`config.mk`:
```
export PLATFORM = sky130hd
export DESIGN_NAME = booth_seq_divider
export DESIGN_NICKNAME = d
export VERILOG_FILES = /design/src/rtl/booth_seq_divider.sv
export SDC_FILE = /design/constraint.sdc
export NUM_CORES = 1
export LEC_CHECK = 0
export ABC_AREA = 1
export CORE_ASPECT_RATIO = 0.6
export CORE_MARGIN = 5
export CORE_UTILIZATION = 49
export CTS_CLUSTER_DIAMETER = 60
export DETAILED_ROUTE_END_ITERATION = 8
export PLACE_DENSITY = 0.73
export SLEW_MARGIN = 10
export SYNTH_ARGS = -nofsm -noshare
export SYNTH_HDL_FRONTEND = slang
export SYNTH_SLANG_ARGS = --single-unit
```
`constraint.sdc`:
```
create_clock -name i_clk -period 3.15 [get_ports i_clk]
set_clock_uncertainty 0.15 [all_clocks]
set_input_delay 0.4725 -clock i_clk [delete_from_list [all_inputs] [get_ports i_clk]]
set_output_delay 0.4725 -clock i_clk [all_outputs]
set_load 0.03 [all_outputs]
```
`src/rtl/booth_seq_divider.sv`:
```
// Iterative radix-2 restoring divider, one quotient bit per clock, with
// start/ready request handshake and valid/ready result handshake.
module booth_seq_divider #(
  parameter int DATA_WIDTH = 8
) (
  input  logic                  i_clk,
  input  logic                  i_rst_n,
  input  logic                  i_start,
  input  logic                  i_signed,
  input  logic [DATA_WIDTH-1:0] i_dividend,
  input  logic [DATA_WIDTH-1:0] i_divisor,
  output logic                  o_ready,
  output logic                  o_valid,
  input  logic                  i_ready,
  output logic [DATA_WIDTH-1:0] o_quotient,
  output logic [DATA_WIDTH-1:0] o_remainder,
  output logic                  o_div_by_zero,
  output logic                  o_overflow
);

  localparam int W  = DATA_WIDTH;
  localparam int CW = $clog2(W + 1);
  localparam logic [W-1:0]  ONE_W    = W'(1);
  localparam logic [W-1:0]  MOST_NEG = {1'b1, {(W-1){1'b0}}};
  localparam logic [CW-1:0] CNT_LOAD = CW'(W);
  localparam logic [CW-1:0] CNT_ONE  = CW'(1);

  typedef enum logic [1:0] {IDLE, CALC, FIX, DONE} state_t;

  state_t        state_reg;
  logic [CW-1:0] cnt_reg;
  // Partial remainder never exceeds the divisor magnitude, so its top bit is
  // only needed transiently in the shifted/trial values below.
  logic [W-1:0]  prem_reg;
  logic [W-1:0]  quo_reg;
  logic [W-1:0]  dvs_reg;
  logic          q_sign_reg;
  logic          r_sign_reg;
  logic          ovf_reg;

  logic          dividend_neg;
  logic          divisor_neg;
  logic [W-1:0]  dividend_mag;
  logic [W-1:0]  divisor_mag;
  logic          divisor_zero;
  logic          is_overflow;
  logic [W:0]    shifted;
  logic [W:0]    trial;
  logic [W-1:0]  quo_fixed;
  logic [W-1:0]  rem_fixed;

  always_comb begin
    dividend_neg = i_signed & i_dividend[W-1];
    divisor_neg  = i_signed & i_divisor[W-1];
    dividend_mag = dividend_neg ? (~i_dividend + ONE_W) : i_dividend;
    divisor_mag  = divisor_neg  ? (~i_divisor  + ONE_W) : i_divisor;
    divisor_zero = (i_divisor == '0);
    is_overflow  = i_signed && (i_dividend == MOST_NEG) && (i_divisor == '1);
    shifted      = {prem_reg, quo_reg[W-1]};
    trial        = shifted - {1'b0, dvs_reg};
    quo_fixed    = q_sign_reg ? (~quo_reg  + ONE_W) : quo_reg;
    rem_fixed    = r_sign_reg ? (~prem_reg + ONE_W) : prem_reg;
  end

  always_ff @(posedge i_clk) begin
    if (!i_rst_n) begin
      state_reg     <= IDLE;
      cnt_reg       <= '0;
      prem_reg      <= '0;
      quo_reg       <= '0;
      dvs_reg       <= '0;
      q_sign_reg    <= 1'b0;
      r_sign_reg    <= 1'b0;
      ovf_reg       <= 1'b0;
      o_ready       <= 1'b1;
      o_valid       <= 1'b0;
      o_quotient    <= '0;
      o_remainder   <= '0;
      o_div_by_zero <= 1'b0;
      o_overflow    <= 1'b0;
    end else begin
      case (state_reg)
        IDLE: begin
          if (i_start) begin
            o_ready <= 1'b0;
            if (divisor_zero) begin
              o_quotient    <= '1;
              o_remainder   <= i_dividend;
              o_div_by_zero <= 1'b1;
              o_overflow    <= 1'b0;
              o_valid       <= 1'b1;
              state_reg     <= DONE;
            end else begin
              quo_reg    <= dividend_mag;
              dvs_reg    <= divisor_mag;
              q_sign_reg <= dividend_neg ^ divisor_neg;
              r_sign_reg <= dividend_neg;
              ovf_reg    <= is_overflow;
              prem_reg   <= '0;
              cnt_reg    <= CNT_LOAD;
              state_reg  <= CALC;
            end
          end
        end
        CALC: begin
          // Dividend bits shift out of quo_reg while quotient bits shift in.
          if (!trial[W]) begin
            prem_reg <= trial[W-1:0];
            quo_reg  <= {quo_reg[W-2:0], 1'b1};
          end else begin
            prem_reg <= shifted[W-1:0];
            quo_reg  <= {quo_reg[W-2:0], 1'b0};
          end
          cnt_reg <= cnt_reg - CNT_ONE;
          if (cnt_reg == CNT_ONE) begin
            state_reg <= FIX;
          end
        end
        FIX: begin
          o_quotient    <= quo_fixed;
          o_remainder   <= rem_fixed;
          o_div_by_zero <= 1'b0;
          o_overflow    <= ovf_reg;
          o_valid       <= 1'b1;
          state_reg     <= DONE;
        end
        DONE: begin
          if (i_ready) begin
            o_valid   <= 1'b0;
            o_ready   <= 1'b1;
            state_reg <= IDLE;
          end
        end
        default: begin
          o_valid   <= 1'b0;
          o_ready   <= 1'b1;
          state_reg <= IDLE;
        end
      endcase
    end
  end

endmodule

```
==> flow_summary_export.csv, run 1 <==
group,metric,value,unit
synth,synth_area,3510,um^2
synth,syn_nets,574,
setup_path,cp-start-kind,"flop",
synth,synth_flop_cell,"dfxtp_1",
worst_hold_path,min_path_type,"reg2reg",
power_and_ir_drop,p_int,0.00205,W
sta,rsz0062_at_grt,"no",
clock_network,cts-htree-levels,2,
synth,yosys.cell_count.top_type,"nand2_1",
clock_network,hold_buffers,0,
final_layout,area_growth,16.7,%
power_and_ir_drop,power_switching,0.00191,W
placed_design,preCtsSetupSlack,0.393,ns
synth,synthCells,533,
power_and_ir_drop,p_clk_share,15.9,%
die,core_area,6820,um^2
placed_design,post-dp-hpwl,7580,um
setup_path,end_kind,"flop",
route,routed_via_density,5.49,
placed_design,gp_congestion,0.897,
route,detailedRoute.firstIterationViolations,354,
job,maxCapViolCount,0,
sta,max_slew_margin,49.1,%
synth,synth_area_leaders,"dfxtp_1 (30%), nand2_1 (14%), inv_1 (7.9%), nand3_1 (6.8%), ha_1 (6.8%)",
global_route,grt.overflow.total,0,
sta,fin_crit,2.63,ns
die,die_area,9020,um^2
setup_path,worstSetupPathType,"reg2reg",
clock_network,clk_latency,0.29,ns
synth,ys.warnings.count,0,
clock_network,clock_path_buffers,2,
setup_path,required,3.21,ns
final_layout,drive_above_1_share,5.84,%
setup_path,crit_fanout,21,
power_and_ir_drop,peakVddDrop,0.330,mV
route,drt-pass1-iter-count,5,
die,rows,23,
route,drc_errors,0,
synth,synth_edf_count,0,
power_and_ir_drop,leakage,1.79,nW
global_route,grt_pass1_wl,15800,um
power_and_ir_drop,p_sw_share,48.1,%
global_route,grt_use_total,22.2,%
clock_network,cts_sinks,53,
synth,synth_top_cell_area_share,30.2,%
sta,tns,0,ns
route,ant_nets,0,
die,start_util,51.5,%
sta,setup_viol,0,
clock_network,cts_made_buffers,5,
sta,worst_pin_slew,0.759,ns
synth,ys_types,41,
power_and_ir_drop,seqPwrFrac,27.5,%
sta,max_freq,0.380,GHz
sta,finalCritPeriodShare,83.5,%
power_and_ir_drop,power_density,966,nW/um^2
setup_path,arrival,2.68,ns
clock_network,post_cts_resized,0,
sta,finalHoldViolations,0,
sta,layout_setup_ws,0.521,ns
final_layout,diodes,0,
synth,synth_seq_cells,53,
synth,yosys.area.top_type,"dfxtp_1",
global_route,antenna_found_initial,0,
power_and_ir_drop,total_power,0.00396,W
global_route,first_global_vias,3163,
die,die_width,119,um
synth,synthTopCellsByCount,"nand2_1 (132), inv_1 (74), dfxtp_1 (53)",
sta,holdWs,0.320,ns
global_route,grt_start_max_net_pins,35,
clock_network,cts_tree,"yes",
route,num_vias,3578,
die,die_h,75.6,um
synth,yosysSeqAreaShare,30.2,%
placed_design,port_buffers,40,
synth,async_flop_share,0,%
die,io_pins,41,
clock_network,cts_root_buf,"clkbuf_16",
sta,drv_slew,0,
route,wl_per_cell,14.9,um
power_and_ir_drop,pwr-share-comb,56.7,%
synth,syn_area_per_cell,6.59,um^2
route,drt_wl_total,9710,um
clock_network,clkSlewWorstSetupHoldPaths,0.07,ns
status,status,"finished clean",
clock_network,cts_setup_buffers,0,
final_layout,num-nets-final,605,
-- layer usage --
| metal | up-vias | share of wire (%) | global-route usage [%] |
|---|---|---|---|
| met5 | - | 0 | 0 |
| met4 | 0 | 0.59 | 3.68 |
| met3 | 7 | 8.8 | 3.86 |
| met2 | 162 | 36 | 30.5 |
| met1 | 1608 | 54 | 35.8 |
| li1 | 1801 | - | - |
-- worst max-delay path, stage by stage, from the launching register on --
cell	delay, ns
dfxtp_1	0.39
inv_1	0.09
ha_1	0.31
inv_2	0.11
or2_0	0.43
nand3_2	0.49
nor2_4	0.36
nand2_1	0.10
a21oi_1	0.12
-- worst paths after layout --
check                                 start                       to  slack [ns]  cells after the start
setup reg to reg  state_reg[0]$_SDFFE_PN0P_  o_overflow$_SDFFE_PN0P_        0.52                      8
hold / removal      dvs_reg[2]$_SDFFE_PN0P_  dvs_reg[2]$_SDFFE_PN0P_        0.32                      2
hold reg to reg     dvs_reg[2]$_SDFFE_PN0P_  dvs_reg[2]$_SDFFE_PN0P_        0.32                      2
setup / recovery  state_reg[0]$_SDFFE_PN0P_  o_overflow$_SDFFE_PN0P_        0.52                      8
-- final cells by class --
| class | count | area (um^2) |
|---|---|---|
| clock buffers | 6 | 129 |
| repair buffers | 41 | 408 |
| clock inverters | 2 | 38.8 |
| fillers | 637 | 2720 |
| inverters | 80 | 305 |
| well taps | 87 | 109 |
| flip-flops and latches | 53 | 1060 |
| multi-input cells | 383 | 2050 |
-- layout by cell type, fill, tap and decap left out, types with 5 or more instances in the layout --
cell type        netlist  final
a31oi_1               10     10
a21oi_1               45     45
nand3_1               48     48
a21oi_2                8      8
nor2_1                32     32
xor2_1                11     11
nand3b_1               6      6
nand2_1              132    132
clkbuf_16              0      5
o21ai_0               34     34
clkdlybuf4s50_1        0     40
nor3_1                 7      7
inv_1                 74     74
ha_1                  19     19
dfxtp_1               53     53
-- kinds of logic (layout without fill, tap and decap cells) --
family / Yosys count / in the layout / share of synthesized area (%)
compound gates: 111 / 111 / 18.1
xor+xnor: 12 / 12 / 2.99
fa+ha+maj: 20 / 20 / 7.33
buf+inv: 97 / 129 / 11.5
flops: 53 / 53 / 30.2
simple gates: 240 / 240 / 29.9
-- stage by stage --
stage               cells  util, %  area, um^2
detailed placement    644     57.7        3930
global placement      644     57.7        3930
CTS                   652     60.1        4100
finish                652     60.1        4100
global route          652     60.1        4100
floorplan             533        -        3510
-- power by group through the flow --
stage / registers (W) / logic (W) / clock network (W)
after CTS: 0.00108 / 0.00221 / 0.000634
final: 0.00109 / 0.00224 / 0.000628
after global routing: 0.00111 / 0.00251 / 0.000667
after floorplan: 0.00125 / 0.00149 / 0
after global placement: 0.00109 / 0.00217 / 0
after detailed placement: 0.00109 / 0.00221 / 0
No activity file was read; power rests on OpenSTA's default activity.
==> run 2: changes to the inputs <==
==> constraint.sdc (replaced) <==
create_clock -name i_clk -period 2.5 [get_ports i_clk]
set_clock_uncertainty 0.15 [all_clocks]
set_input_delay 0.375 -clock i_clk [delete_from_list [all_inputs] [get_ports i_clk]]
set_output_delay 0.375 -clock i_clk [all_outputs]
set_load 0.03 [all_outputs]
==> run 2 against run 1 <==
Effect of this change:
- global-route usage grew 0.38 points
- routed wire length grew 2.7%
- critical endpoint is now state_reg[1]$_SDFFE_PN0P_
- critical path depth grew 1
- register-to-register slack lost 0.40 ns
- largest cell class unchanged
- clock power grew 17%
- clock-buffer cell count grew 1
==> flow_summary_export.csv, run 2 (synthesis gave the netlist of run 1 again) <==
group,metric,value,unit
status,status,"finished clean",
job,maxCapViolCount,0,
die,core_area,6820,um^2
global_route,top_usage_layer,"met2",
setup_path,worst-path-buf-inv,3,
global_route,grt_start_max_net_pins,25,
sta,finalHoldViolations,0,
sta,fin_crit,2.38,ns
final_layout,n_fill_cell,637,
power_and_ir_drop,power_density,1220,nW/um^2
die,die_area,9020,um^2
placed_design,gp_congestion,0.906,
die,rows,23,
power_and_ir_drop,leakage,1.84,nW
final_layout,diodes,0,
global_route,grt.overflow.total,0,
final_layout,drive_above_1_share,7.83,%
final_layout,utilization,61.3,%
route,routed_via_density,5.46,
placed_design,port_buffers,40,
sta,finalCritPeriodShare,95.3,%
die,die_h,75.6,um
route,drt_wl_total,9970,um
route,drc_errors,0,
clock_network,clk_latency,0.29,ns
global_route,first_global_vias,3310,
global_route,gr-usage-met1,32.8,%
setup_path,critical-path-top-delay-family,"compound AO/OA/AOI/OAI gates",
worst_hold_path,min_path_type,"reg2reg",
sta,max_freq,0.420,GHz
setup_path,crit_fanout,8,
setup_path,arrival,2.45,ns
route,drt-pass1-iter-count,5,
sta,drv_slew,0,
sta,worst_pin_slew,0.495,ns
global_route,use_met3,5.49,%
clock_network,cts_root_buf,"clkbuf_16",
sta,tns,0,ns
setup_path,cpMostUsedCell,"a21oi_1",
global_route,grt_use_total,22.5,%
final_layout,num-nets-final,615,
clock_network,cts_made_buffers,5,
sta,setup_viol,0,
route,num_vias,3613,
sta,rsz0062_at_grt,"no",
final_layout,area_growth,19.0,%
clock_network,cts_tree,"yes",
clock_network,cts_sinks,53,
setup_path,worstSetupPathType,"reg2reg",
power_and_ir_drop,peakVddDrop,0.549,mV
global_route,met2_usage,34.5,%
route,wl_per_cell,15.1,um
placed_design,post-dp-hpwl,7870,um
die,start_util,51.5,%
sta,max_slew_margin,66.9,%
clock_network,clock_path_buffers,2,
setup_path,cp_slowest_stage_delay,0.42,ns
global_route,grt_pass1_wl,16100,um
setup_path,critical_path.slowest_cell,"dfxtp_1",
final_layout,mostFrequentLayoutCells,"nand2_1 (132), inv_1 (74), dfxtp_1 (53)",
setup_path,required,2.56,ns
die,die_width,119,um
route,ant_nets,0,
global_route,antenna_found_initial,0,
final_layout,final_common_cell,"nand2_1",
route,detailedRoute.firstIterationViolations,279,
setup_path,end_kind,"flop",
clock_network,cts-htree-levels,2,
setup_path,crit_chain,"inv_1 -> ha_1 -> inv_2 -> or2_0 -> buf_4 -> o21ai_1 -> a21oi_1 -> o21ai_0 -> a21oi_1",
setup_path,cp-start-kind,"flop",
clock_network,clkSlewWorstSetupHoldPaths,0.07,ns
die,io_pins,41,
[run 2: area by class of cell]
type	count	area (um^2)	area share, %
Clock buffer	7	153	3.65
Tap cell	87	109	2.60
Inverter	80	305	7.30
Timing Repair Buffer	51	483	11.5
Multi-Input combinational cell	383	2070	49.4
Clock inverter	1	5.00	0.120
Sequential cell	53	1060	25.4
[run 2: worst reg2reg max path, stage by stage, from the launching register on]
cell	delay [ns]
dfxtp_1	0.42
inv_1	0.09
ha_1	0.32
inv_2	0.10
or2_0	0.19
buf_4	0.19
o21ai_1	0.13
a21oi_1	0.32
o21ai_0	0.18
a21oi_1	0.21
[run 2: repair_timing]
item | 4_1_cts | 5_1_grt
hold endpoints to repair | 0 | 0
setup endpoints to repair | 0 | 6
resized for setup | 0 | 3
hold buffers | 0 | 0
buffers inserted | 0 | 0
[run 2: final timing paths]
check,from,end,slack [ns],depth (start not counted)
max,state_reg[0]$_SDFFE_PN0P_,state_reg[1]$_SDFFE_PN0P_,0.12,9
min,o_remainder[7]$_SDFFE_PN0P_,o_remainder[7]$_SDFFE_PN0P_,0.32,2
max reg2reg,state_reg[0]$_SDFFE_PN0P_,state_reg[1]$_SDFFE_PN0P_,0.12,9
min reg2reg,o_remainder[7]$_SDFFE_PN0P_,o_remainder[7]$_SDFFE_PN0P_,0.32,2
[run 2: stage by stage]
stage / cell area, um^2 / instances / setup WS (ns) / hold slack, ns / power [W]
finish: 4180 / 662 / 0.118 / 0.323 / 0.00510
global route: 4180 / 662 / 0.0330 / 0.338 / 0.00548
CTS: 4170 / 662 / 0.163 / 0.319 / 0.00504
detailed placement: 4010 / 654 / 0.0587 / 0.306 / 0.00429
global placement: 4010 / 654 / 0.196 / 0.304 / 0.00419
floorplan: 3510 / 533 / 0.469 / 0.283 / 0.00344
[run 2: report_power, final]
group	switching, W	total (W)	internal [W]
clock	0.000311	0.000735	0.000425
sequential	0.000226	0.00135	0.00113
combinational	0.00194	0.00301	0.00107
[run 2: metal layers]
metal	vias to the layer above	share of wire [%]
li1	1819	-
met1	1647	51
met2	137	40
met3	10	8.3
met4	0	0.62
met5	-	0
==> run 3: changes to the inputs <==
--- a/config.mk
+++ b/config.mk
@@ -11,6 +11,8 @@
 export CORE_UTILIZATION = 49
 export CTS_CLUSTER_DIAMETER = 60
 export DETAILED_ROUTE_END_ITERATION = 8
+export GPL_ROUTABILITY_DRIVEN = 0
+export MAX_ROUTING_LAYER = met4
 export PLACE_DENSITY = 0.73
 export SLEW_MARGIN = 10
 export SYNTH_ARGS = -nofsm -noshare
==> run 3 against run 2 <==
Effect of this change:
- core utilization unchanged
- first-iteration DRC count increased by 14%
- critical path depth unchanged
- hold slack about the same
- sequential power about the same
- clock-buffer cell count unchanged
- routed wire length decreased by 0.56%
- via count increased by 0.33%
- largest cell class unchanged
==> flow_summary_export.csv, run 3 (synthesis gave the netlist of run 1 again) <==
group,metric,value,unit
job,maxCapViolCount,0,
placed_design,port_buffers,40,
power_and_ir_drop,pwr-share-comb,59.0,%
sta,finalHoldViolations,0,
clock_network,clock_path_buffers,2,
die,die_width,119,um
global_route,antenna_found_initial,0,
die,io_pins,41,
clock_network,cts_root_buf,"clkbuf_16",
power_and_ir_drop,peakVddDrop,0.548,mV
die,start_util,51.5,%
clock_network,hold_buffers,0,
sta,tns,0,ns
final_layout,diodes,0,
die,die_area,9020,um^2
final_layout,drive_above_1_share,7.83,%
global_route,grt_start_max_net_pins,25,
clock_network,clk_latency,0.29,ns
sta,fin_crit,2.34,ns
power_and_ir_drop,p_int,0.00263,W
clock_network,cts_setup_buffers,0,
die,rows,23,
status,status,"finished clean",
route,num_vias,3625,
clock_network,cts_sinks,53,
sta,worst_pin_slew,0.490,ns
placed_design,placement.cell_area,4010,um^2
final_layout,stdcell_area,4180,um^2
clock_network,clkSlewWorstSetupHoldPaths,0.07,ns
final_layout,num-nets-final,615,
sta,holdWs,0.323,ns
worst_hold_path,min_path_type,"reg2reg",
global_route,first_global_vias,3313,
worst_hold_path,hold_path_depth,2,
clock_network,cts_made_buffers,5,
setup_path,rrSetupSlack,0.16,ns
power_and_ir_drop,p_clk_share,14.5,%
route,wl_per_cell,15.0,um
route,ant_nets,0,
placed_design,place_inst,654,
sta,max_slew_margin,67.2,%
route,drt-pass1-iter-count,5,
route,detailedRoute.firstIterationViolations,317,
final_layout,mostFrequentLayoutCells,"nand2_1 (132), inv_1 (74), dfxtp_1 (53)",
placed_design,post-dp-hpwl,7870,um
clock_network,cts-htree-levels,2,
final_layout,area_growth,19.0,%
power_and_ir_drop,p_sw_share,48.4,%
sta,max_freq,0.427,GHz
global_route,grt.overflow.total,0,
setup_path,worstSetupPathType,"reg2reg",
power_and_ir_drop,leakage,1.84,nW
sta,rsz0062_at_grt,"no",
route,drc_errors,0,
route,drt_wl_total,9910,um
clock_network,post_cts_resized,0,
setup_path,arrival,2.41,ns
clock_network,cts_tree,"yes",
route,routed_via_density,5.48,
sta,finalCritPeriodShare,93.7,%
power_and_ir_drop,seqPwrFrac,26.5,%
die,core_area,6820,um^2
final_layout,final_cells,662,
final_layout,final_common_cell,"nand2_1",
setup_path,required,2.56,ns
setup_path,cp-start-kind,"flop",
sta,setup_viol,0,
global_route,grt_use_total,23.2,%
die,die_h,75.6,um
setup_path,r2r_cells,9,
setup_path,crit_fanout,8,
power_and_ir_drop,power_switching,0.00247,W
sta,drv_slew,0,
power_and_ir_drop,power_density,1220,nW/um^2
global_route,grt_pass1_wl,16000,um
setup_path,end_kind,"flop",
final_layout,utilization,61.3,%
==> run 3: cell type report <==
type / count / area, um^2
fillers: 637 / 2640
flip-flops and latches: 53 / 1060
multi-input cells: 383 / 2070
clock inverters: 1 / 5.00
clock buffers: 7 / 153
repair buffers: 51 / 483
well taps: 87 / 109
inverters: 80 / 305
==> run 3: path summary, 6_finish.rpt <==
| check | start | to |
|---|---|---|
| worst max-delay path | state_reg[0]$_SDFFE_PN0P_ | state_reg[1]$_SDFFE_PN0P_ |
| worst min-delay path | o_remainder[7]$_SDFFE_PN0P_ | o_remainder[7]$_SDFFE_PN0P_ |
| worst max register to register | state_reg[0]$_SDFFE_PN0P_ | state_reg[1]$_SDFFE_PN0P_ |
| worst min register to register | o_remainder[7]$_SDFFE_PN0P_ | o_remainder[7]$_SDFFE_PN0P_ |
==> run 3: stage by stage <==
step | total power (W) | worst slack [ns]
2_1_floorplan | 0.00344 | 0.469
3_3_place_gp | 0.00419 | 0.196
5_1_grt | 0.00548 | 0.0389
3_5_place_dp | 0.00429 | 0.0587
4_1_cts | 0.00504 | 0.163
6_report | 0.00509 | 0.157
==> run 3: layer usage <==
metal  vias to the layer above  wire, um  track usage, %  part of all wire, %
met1                      1656      5010            32.9                   51
met4                         0        68            4.19                 0.69
li1                       1814         -               -                    -
met5                         -         0               -                    0
met2                       145      3970            34.5                   40
met3                        10       862            5.27                  8.7
==> run 3: power by group through the flow <==
stage	combinational (W)	clock, W	sequential [W]
after floorplan	0.00187	0	0.00157
after global placement	0.00284	0	0.00135
after detailed placement	0.00293	0	0.00136
after CTS	0.00295	0.000742	0.00134
after global routing	0.00332	0.000774	0.00138
final	0.00301	0.000736	0.00135
==> run 3: worst max-delay path: stages, from the launching register on <==
cell,delay [ns]
dfxtp_1,0.40
inv_1,0.09
ha_1,0.32
inv_2,0.10
or2_0,0.19
buf_4,0.19
o21ai_1,0.13
a21oi_1,0.31
o21ai_0,0.17
a21oi_1,0.20
